==> src/rtl/rob_pkg.sv <==
// Shared types and sizing for the reorder buffer that sits on the common data bus.
package rob_pkg;

  localparam int WIDTH   = 31;               // MSB of data/address words
  localparam int ROB     = 2;                // MSB of ROB index
  localparam int CONTROL = 6;                // MSB of pcControl; bit 0 = redirect flag
  localparam int REG     = 4;                // MSB of architectural register index
  localparam int DEPTH   = 2 ** (ROB + 1);   // number of ROB entries

  // One ROB slot: bookkeeping bits plus the captured broadcast payload.
  typedef struct packed {
    logic               valid;
    logic               ready;
    logic [REG:0]       dest;
    logic [WIDTH:0]     result;
    logic               is_control;
    logic [WIDTH:0]     target_address;
    logic [CONTROL:0]   pc_control;
  } rob_entry_t;

  // Modular pointer increment; DEPTH is a power of two so the natural wrap suffices.
  function automatic logic [ROB:0] ptr_inc(input logic [ROB:0] ptr);
    return ptr + 1'b1;
  endfunction

endpackage

==> src/rtl/reorder_buffer_cdb.sv <==
// In-order reorder buffer on the consumer side of the common data bus.
// Allocates at dispatch, captures CDB broadcasts by ROB index, retires one
// completed entry per cycle in program order, raises redirect/flush when a
// redirecting control-flow entry retires, and serves two bypassed operand
// lookups to the rename stage.
module reorder_buffer_cdb
  import rob_pkg::*;
(
  input  logic               clk,
  input  logic               resetN,
  // common data bus (reorder-buffer view)
  input  logic [WIDTH:0]     dataBusResult,
  input  logic [ROB:0]       dataBusRobEntry,
  input  logic               dataBusValidBroadcast,
  input  logic [WIDTH:0]     dataBusTargetAddress,
  input  logic               dataBusIsControl,
  input  logic [CONTROL:0]   dataBusPcControl,
  // dispatch
  input  logic               allocReq,
  input  logic [REG:0]       allocDest,
  output logic [ROB:0]       allocEntry,
  output logic               robFull,
  // operand lookup
  input  logic [ROB:0]       srcRobA,
  input  logic [ROB:0]       srcRobB,
  output logic               readyA,
  output logic               readyB,
  output logic [WIDTH:0]     valueA,
  output logic [WIDTH:0]     valueB,
  // commit
  output logic               commitValid,
  output logic [REG:0]       commitDest,
  output logic [WIDTH:0]     commitResult,
  output logic [ROB:0]       commitRob,
  // redirect
  output logic               redirectValid,
  output logic [WIDTH:0]     redirectAddress,
  output logic               flush
);

  localparam logic [ROB+1:0] FULL_COUNT = (ROB+2)'(DEPTH);

  rob_entry_t       entry_q [DEPTH];
  rob_entry_t       entry_d [DEPTH];
  logic [ROB:0]     head_q, head_d;
  logic [ROB:0]     tail_q, tail_d;
  logic [ROB+1:0]   count_q, count_d;

  logic             commit_valid_q;
  logic [REG:0]     commit_dest_q;
  logic [WIDTH:0]   commit_result_q;
  logic [ROB:0]     commit_rob_q;
  logic             redirect_valid_q;
  logic [WIDTH:0]   redirect_address_q;
  logic             flush_q;

  logic             do_alloc;
  logic             do_writeback;
  logic             do_commit;
  logic             do_redirect;
  rob_entry_t       head_entry;

  // Decode this cycle's events; full/empty come from count only, never pointers.
  always_comb begin
    head_entry   = entry_q[head_q];
    robFull      = (count_q == FULL_COUNT);
    allocEntry   = tail_q;
    do_alloc     = allocReq && !robFull;
    do_writeback = dataBusValidBroadcast && entry_q[dataBusRobEntry].valid;
    do_commit    = head_entry.valid && head_entry.ready;
    do_redirect  = do_commit && head_entry.is_control && head_entry.pc_control[0];
  end

  // Next state for the entry array and pointers; a redirect overrides everything.
  // NOTE: every variable gets its default at the top of the block so no path
  // leaves it unassigned, which would otherwise infer a latch.
  always_comb begin
    entry_d = entry_q;
    head_d  = head_q;
    tail_d  = tail_q;
    count_d = count_q;

    // Writeback uses the registered valid bit, so a slot allocated this same
    // cycle cannot be hit by a broadcast.
    if (do_writeback) begin
      entry_d[dataBusRobEntry].ready      = 1'b1;
      entry_d[dataBusRobEntry].result     = dataBusResult;
      entry_d[dataBusRobEntry].is_control = dataBusIsControl;
      entry_d[dataBusRobEntry].pc_control = dataBusPcControl;
      if (dataBusIsControl) begin
        entry_d[dataBusRobEntry].target_address = dataBusTargetAddress;
      end
    end

    if (do_alloc) begin
      entry_d[tail_q]            = '0;
      entry_d[tail_q].valid      = 1'b1;
      entry_d[tail_q].dest       = allocDest;
      tail_d                     = ptr_inc(tail_q);
    end

    if (do_commit) begin
      entry_d[head_q].valid = 1'b0;
      head_d                = ptr_inc(head_q);
    end

    if (do_alloc && !do_commit) begin
      count_d = count_q + 1'b1;
    end else if (!do_alloc && do_commit) begin
      count_d = count_q - 1'b1;
    end

    // Retiring a taken redirect squashes every younger entry and any
    // allocation or writeback that arrived in the same cycle.
    if (do_redirect) begin
      for (int i = 0; i < DEPTH; i++) begin
        entry_d[i].valid = 1'b0;
        entry_d[i].ready = 1'b0;
      end
      head_d  = '0;
      tail_d  = '0;
      count_d = '0;
    end
  end

  // Entry array and pointer registers.
  // NOTE: the whole entry array is reset, not just valid/ready, so stale
  // payload from before reset can never surface on an operand port.
  always_ff @(posedge clk or negedge resetN) begin
    if (!resetN) begin
      for (int i = 0; i < DEPTH; i++) begin
        entry_q[i] <= '0;
      end
      head_q  <= '0;
      tail_q  <= '0;
      count_q <= '0;
    end else begin
      // NOTE: sequential state uses non-blocking assignment so every register
      // samples the pre-edge values regardless of statement order.
      entry_q <= entry_d;
      head_q  <= head_d;
      tail_q  <= tail_d;
      count_q <= count_d;
    end
  end

  // Registered commit and redirect outputs; commit payload holds when idle.
  always_ff @(posedge clk or negedge resetN) begin
    if (!resetN) begin
      commit_valid_q     <= 1'b0;
      commit_dest_q      <= '0;
      commit_result_q    <= '0;
      commit_rob_q       <= '0;
      redirect_valid_q   <= 1'b0;
      redirect_address_q <= '0;
      flush_q            <= 1'b0;
    end else begin
      commit_valid_q   <= do_commit;
      redirect_valid_q <= do_redirect;
      flush_q          <= do_redirect;
      if (do_commit) begin
        commit_dest_q   <= head_entry.dest;
        commit_result_q <= head_entry.result;
        commit_rob_q    <= head_q;
      end
      if (do_redirect) begin
        redirect_address_q <= head_entry.target_address;
      end
    end
  end

  // Operand lookup: live CDB result wins over storage for a valid entry.
  function automatic logic [WIDTH+1:0] lookup(input logic [ROB:0] src);
    rob_entry_t e;
    e = entry_q[src];
    if (dataBusValidBroadcast && (dataBusRobEntry == src) && e.valid) begin
      return {1'b1, dataBusResult};
    end else if (e.valid && e.ready) begin
      return {1'b1, e.result};
    end
    return '0;
  endfunction

  // Both rename-stage lookup ports.
  always_comb begin
    {readyA, valueA} = lookup(srcRobA);
    {readyB, valueB} = lookup(srcRobB);
  end

  assign commitValid     = commit_valid_q;
  assign commitDest      = commit_dest_q;
  assign commitResult    = commit_result_q;
  assign commitRob       = commit_rob_q;
  assign redirectValid   = redirect_valid_q;
  assign redirectAddress = redirect_address_q;
  assign flush           = flush_q;

endmodule
==> config.mk <==
export PLATFORM = sky130hd
export DESIGN_NAME = reorder_buffer_cdb
export DESIGN_NICKNAME = d
export VERILOG_FILES = /design/src/rtl/rob_pkg.sv /design/src/rtl/reorder_buffer_cdb.sv
export SDC_FILE = /design/constraint.sdc
export NUM_CORES = 2
export LEC_CHECK = 0
export CORE_ASPECT_RATIO = 1.75
export CORE_MARGIN = 3
export CORE_UTILIZATION = 62
export CTS_CLUSTER_DIAMETER = 200
export DETAILED_ROUTE_END_ITERATION = 6
export PLACE_DENSITY = 0.83
export SLEW_MARGIN = 20
export SYNTH_ARGS = -nofsm -noshare
export SYNTH_HDL_FRONTEND = slang
export SYNTH_SLANG_ARGS = --single-unit
==> constraint.sdc <==
create_clock -name clk -period 5.35 [get_ports clk]
set_clock_uncertainty 0.05 [all_clocks]
set_input_delay 0.8025 -clock clk [delete_from_list [all_inputs] [get_ports clk]]
set_output_delay 0.8025 -clock clk [all_outputs]
set_load 0.005 [all_outputs]
# Word-level counts from Yosys, hierarchy flattened
# Index checks and enable logic that the tools add are counted.
classes:
  n_lt_le_gt_ge: 8
  reduce_logical: 22
  eq_ne: 3
  addsub: 4
  bitwise: 7
  mux: 67
op_table:
  columns: ["op", "count"]
  rows:
  - ["$bwmux W632", 8]
  - ["$mux W632", 4]
  - ["$demux W79 S3", 9]
  - ["$bmux W79 S3", 4]
  - ["$mux W79", 11]
  - ["$and A632 B632 Y632", 1]
  - ["$not A632 Y632", 1]
  - ["$mux W33", 6]
  - ["$mux W78", 1]
  - ["$mux W77", 1]
  - ["$mux W72", 1]
  - ["$mux W40", 1]
  - ["$mux W39", 1]
  - ["$ge A4 B4 Y1 const B", 5]
  - ["$not A3 Y4", 5]
  - ["$logic_and A1 B1 Y1", 16]
  - ["$mux W2", 8]
  - ["$lt A4 B1 Y1 const B", 3]
  - ["$mux W3", 4]
  - ["$mux W4", 3]
  - ["$mux W7", 1]
  - ["$add A3 B1 Y3 const B", 2]
  - ["$eq A3 B3 Y1", 2]
  - ["$add A4 B1 Y4 const B", 1]
  - ["6 further kinds", 12]
totals:
  reg_bits: 716
  out_inout_bits: 145
  word_cells: 176

# Logic depth before layout (Yosys ltp)
depth:
  ltp_word: 19
  mapped_depth: 13
  mapped_depth_nobuf: 11

# Least setup slack after synthesis
# No wires, ideal clock.
synth_timing:
  path_type: "input-to-output"
  start: "in srcRobA[0]"
  end: "out valueA[10]"
  stages: 7
  n_path_buf: 3
  arrival_ns: 2.409
  slack_ns: 2.088
  required_time_ns: 4.498
  cell_sequence: "buf_2 buf_4 buf_2 mux4_2 o22ai_1 o21ai_0 and3_1"
synth_via:
  elab_chain_cells: 8
  elab_cells_between_ends: 13
  classes_between: "eq/ne (1); mux (8); bitwise (1); reduce/logical (3)"
synth_lines:
  columns: ["element", "line", "rtl"]
  rows:
  - ["start, declared", "reorder_buffer_cdb.sv:24", "input logic [ROB:0] srcRobA,"]
  - ["$not A3 Y4 (not written as such)", "reorder_buffer_cdb.sv:175", "e = entry_q[src];"]
  - ["$bmux W79 S3", "reorder_buffer_cdb.sv:175", null]
  - ["$mux W79 (not written as such) (2 in a row)", "reorder_buffer_cdb.sv:175", null]
  - ["$logic_and A1 B1 Y1", "reorder_buffer_cdb.sv:178", "end else if (e.valid && e.ready) begin"]
  - ["$mux W1", "reorder_buffer_cdb.sv:178", null]
  - ["$mux W1", "reorder_buffer_cdb.sv:176", "if (dataBusValidBroadcast && (dataBusRobEntry == src) && e.valid) begin"]
  - ["$mux W33 (*)", "reorder_buffer_cdb.sv:181", "return '0;"]
  - ["end, declared", "reorder_buffer_cdb.sv:28", "output logic [WIDTH:0] valueA,"]
# Every way passes the cells marked *; elsewhere a longest branch is shown, timed or not. The select of a mux whose other input is x is not followed.

# Final worst setup path
layout_timing:
  start: "in dataBusRobEntry[0]"
  end: "out valueA[8]"
layout_via:
  elab_chain_cells: 5
  elab_cells_between_ends: 6
  classes_between: "eq/ne (1); mux (3); reduce/logical (2)"
layout_lines:
  columns: ["element", "line", "rtl"]
  rows:
  - ["start, declared", "reorder_buffer_cdb.sv:13", "input logic [ROB:0] dataBusRobEntry,"]
  - ["$eq A3 B3 Y1 (*)", "reorder_buffer_cdb.sv:176", null]
  - ["$logic_and A1 B1 Y1 (*) (2 in a row)", "reorder_buffer_cdb.sv:176", null]
  - ["$mux W33 / $mux W1 (equally long branches)", "reorder_buffer_cdb.sv:176", null]
  - ["$mux W33 (*)", "reorder_buffer_cdb.sv:181", null]
# Every way passes the cells marked *; elsewhere a longest branch is shown, timed or not.

==> results.sh <==
export IMPL_p_clk_frac=0.205
export IMPL_vdd_ir_drop_worst_v=0.000555
export IMPL_cts_root_buf="clkbuf_16"
export IMPL_synth_warnings=0
export IMPL_vias=31700
export IMPL_rsz0062_at_grt="false"
export IMPL_p_seq_frac=0.410
export IMPL_grt_overflow=0
export IMPL_async_flop_share=1.00
export IMPL_dp_slack_ps=630
export IMPL_multi_input_area_um2=17600
export IMPL_cts_max_level=2
export IMPL_dp_hpwl_mm=70.1
export IMPL_path_buf_inv=3
export IMPL_maxSlewViolCount=0
export IMPL_ctsHoldBuffers=0
export IMPL_grt_use_total=0.399
export IMPL_cts_num_sinks=668
export IMPL_post_cts_resized=0
export IMPL_cts_buffers=60
export IMPL_yosysTopAreaCell="dfrtp_1"
export IMPL_vias_per_cell=6.97
export IMPL_tns_ps=0
export IMPL_post_cts_buffers=0
export IMPL_rows=116
export IMPL_port_buffers=228
export IMPL_fmax_ghz=0.207
export IMPL_drt_iter0_drc=3854
export IMPL_timing_final_crit_share=0.904
export IMPL_placed_cells=4429
export IMPL_critPathMaxStageDelay_ps=680
export IMPL_rrSetupSlack_ps=1530
export IMPL_gp_congestion=0.871
export IMPL_slew_headroom=0.262
export IMPL_start_kind="input port"
export IMPL_use_met2=0.655
export IMPL_path_delay_family="buffers and inverters"
export IMPL_path_max_fanout=32
export IMPL_ant_nets=0
export IMPL_crit_type="in -> out"
export IMPL_yosys_cell_types_count=49
export IMPL_clk_pin_slew_ps=70
export IMPL_r2r_start="head_q[2]$_DFFE_PN0P_"
export IMPL_synthFlopType="dfrtp_1"
export IMPL_grt_max_degree=126
export IMPL_path_cells="clkdlybuf4s50_1 -> xnor2_1 -> and3_2 -> and2_1 -> buf_4 -> o21ai_0 -> o21ai_0 -> and3_1 -> clkdlybuf4s50_1"
export IMPL_busiest_layer="met2"
export IMPL_worst_slew_pin_transition_ps=1100
export IMPL_syn_instance_count=3750
export IMPL_total_power_mw=22.9
export IMPL_setup_viol_count_final=0
export IMPL_grt_pass1_vias=32500
export IMPL_p_switching_mw=8.40
export IMPL_fp_dieW_um=189
export IMPL_ys_ff_latch=668
export IMPL_area_delta_synth_final_pct=12.3
export IMPL_synth_most_common_cell="nand2_1"
export IMPL_drive_gt1_frac=0.143
export IMPL_syn_num_nets=3845
export IMPL_synth_edf_count=0
export IMPL_worst_ep_required_time_ps=4500
export IMPL_die_area_um2=61400
export IMPL_swShare=0.367
export IMPL_crit_path_end_kind="primary output"
export IMPL_power_density_nw_per_um2=563
export IMPL_yosysSeqAreaShare=0.462
export IMPL_met1_usage=0.464
export IMPL_synthTopCellsByCount="nand2_1, dfrtp_1, a21oi_1, mux4_2, clkbuf_1"
export IMPL_hold_path_class="in -> async"
export IMPL_synth_top_area_frac=0.462
export IMPL_tritoncts="done"
export IMPL_grt_pass1_wl_mm=188
export IMPL_layout_setup_ws_ps=515
export IMPL_finish_utilization=0.707
export IMPL_r2r_end="redirectAddress[19]$_DFFE_PN0N_"
export IMPL_routedWlPerCell_um=27.0
export IMPL_syn_area_um2=36200
export IMPL_layout_nets=3819
export IMPL_wl_mm=123
export IMPL_clockBufferDepth=3
export IMPL_ys_top_cells_by_area="dfrtp_1, mux4_2, nand2_1, a21oi_1, clkbuf_1"
export IMPL_status="complete, no violations"
export IMPL_ios=235
export IMPL_power_frac_comb=0.384
export IMPL_nFillCells=4168
export IMPL_worstRegToRegCells=8
export IMPL_seq_area_um2=16700
export IMPL_p_int_mw=14.5
export IMPL_antenna_found_initial=11
export IMPL_initial_core_util=0.629
export IMPL_route_detailed_drc=0
export IMPL_grtUsageMet3=0.0871
export IMPL_final_cells=4552
export IMPL_crit_arrival_ps=3980
export IMPL_firstDrtPassIters=5
export IMPL_p_leak_nw=16.5
export IMPL_clock_latency_ps=630
export IMPL_synth_area_per_cell_um2=9.64
export IMPL_hold_viol_final=0
export IMPL_die_h_um=326
export IMPL_fin_crit_ps=4840
export IMPL_critPathSlowestCell="clkdlybuf4s50_1"
export IMPL_core_area_um2=57500
export IMPL_max_cap_viol_count=0
-- per-stage QoR --
| step | hold slack [ps] | area [um^2] |
|---|---|---|
| finish | 201 | 40600 |
| global route | 282 | 40600 |
| CTS | 245 | 40600 |
| detailed placement | 440 | 38500 |
| global placement | 433 | 38500 |
| floorplan | 425 | 36200 |
-- power groups by stage --
stage / clock network [mW] / logic [mW] / registers, mW
2_1_floorplan: 0 / 6.28 / 8.52
3_3_place_gp: 0 / 8.31 / 9.20
3_5_place_dp: 0 / 8.60 / 9.37
4_1_cts: 4.71 / 8.68 / 9.31
5_1_grt: 4.90 / 9.47 / 9.62
6_report: 4.70 / 8.78 / 9.38
-- cells by family (layout without fill, tap and decap cells) --
| family | after synthesis | after routing | synth area share |
|---|---|---|---|
| buffers and inverters | 403 | 427 | 0.0520 |
| AND/OR/NAND/NOR | 1517 | 1517 | 0.169 |
| multiplexers | 355 | 355 | 0.196 |
| other | 0 | 11 | 0 |
| adder cells (fa/ha/maj) | 5 | 5 | 0.00194 |
| XOR/XNOR | 9 | 9 | 0.00218 |
| AO/OA/AOI/OAI | 793 | 793 | 0.117 |
| flip-flops | 668 | 668 | 0.462 |
-- worst max-delay path by stage --
stage	start	endpoint	slack [ps]	depth (start not counted)
after detailed placement	dataBusRobEntry[0]	valueA[8]	630	9
after global placement	dataBusRobEntry[0]	valueA[8]	700	9
after global routing	dataBusRobEntry[0]	valueA[8]	470	9
after CTS	dataBusRobEntry[0]	valueA[8]	620	9
final	dataBusRobEntry[0]	valueA[8]	510	9
after floorplan	srcRobA[0]	valueA[10]	2090	7
-- metal layers --
metal / up-vias / routed length (um)
li1: 12900 / -
met2: 2599 / 59400
met1: 15400 / 38400
met5: - / 34
met3: 788 / 15000
met4: 4 / 10200
-- worst reg2reg max path: cells and delay by family, from the launching register on --
family | cells | cell delay, ps
buf+inv | 2 | 1030
simple gates | 4 | 1510
compound gates | 2 | 360
flops | 1 | 770
-- state kept, by name (all words and copies together) (netlist names), named ones only --
signal           cells
commitResult        32
redirectAddress     32
commitValid          1
allocEntry           3
flush                1
commitRob            3
count_q              4
entry_q            544
head_q               3
commitDest           5
-- cell usage in the layout (no fill, tap or decap), types with 3 or more instances in the layout --
cell type,count
nand2_1,1254
dfrtp_1,665
a21oi_1,543
mux4_2,277
clkdlybuf4s50_1,220
nor2_1,130
o21ai_0,102
a31oi_1,69
buf_4,66
clkbuf_16,62
mux2_2,42
and3_1,38
nand3b_1,36
mux2i_1,35
o22ai_1,32
a211oi_1,32
buf_12,19
clkbuf_8,16
clkinv_2,12
diode_2,11
clkbuf_1,10
nor3_1,9
xnor2_1,7
bufinv_16,7
nand3_1,6
nand4_1,6
inv_1,6
nor2b_1,5
and2_1,5
nor2_2,4
ha_1,4
o211ai_1,3
nor3b_2,3
and3b_2,3
nor3_4,3
nand3_2,3
clkinvlp_4,3
dfrtp_4,3
-- area by class of cell --
cell class | instances | share of cell area
clock buffers | 88 | 0.0445
clock inverters | 24 | 0.00792
inverters | 7 | 0.000678
well taps | 767 | 0.0236
repair buffers | 308 | 0.0764
multi-input cells | 2679 | 0.434
diodes | 11 | 0.000678
flip-flops and latches | 668 | 0.412
Note: power is estimated with default switching activity, not from simulation.
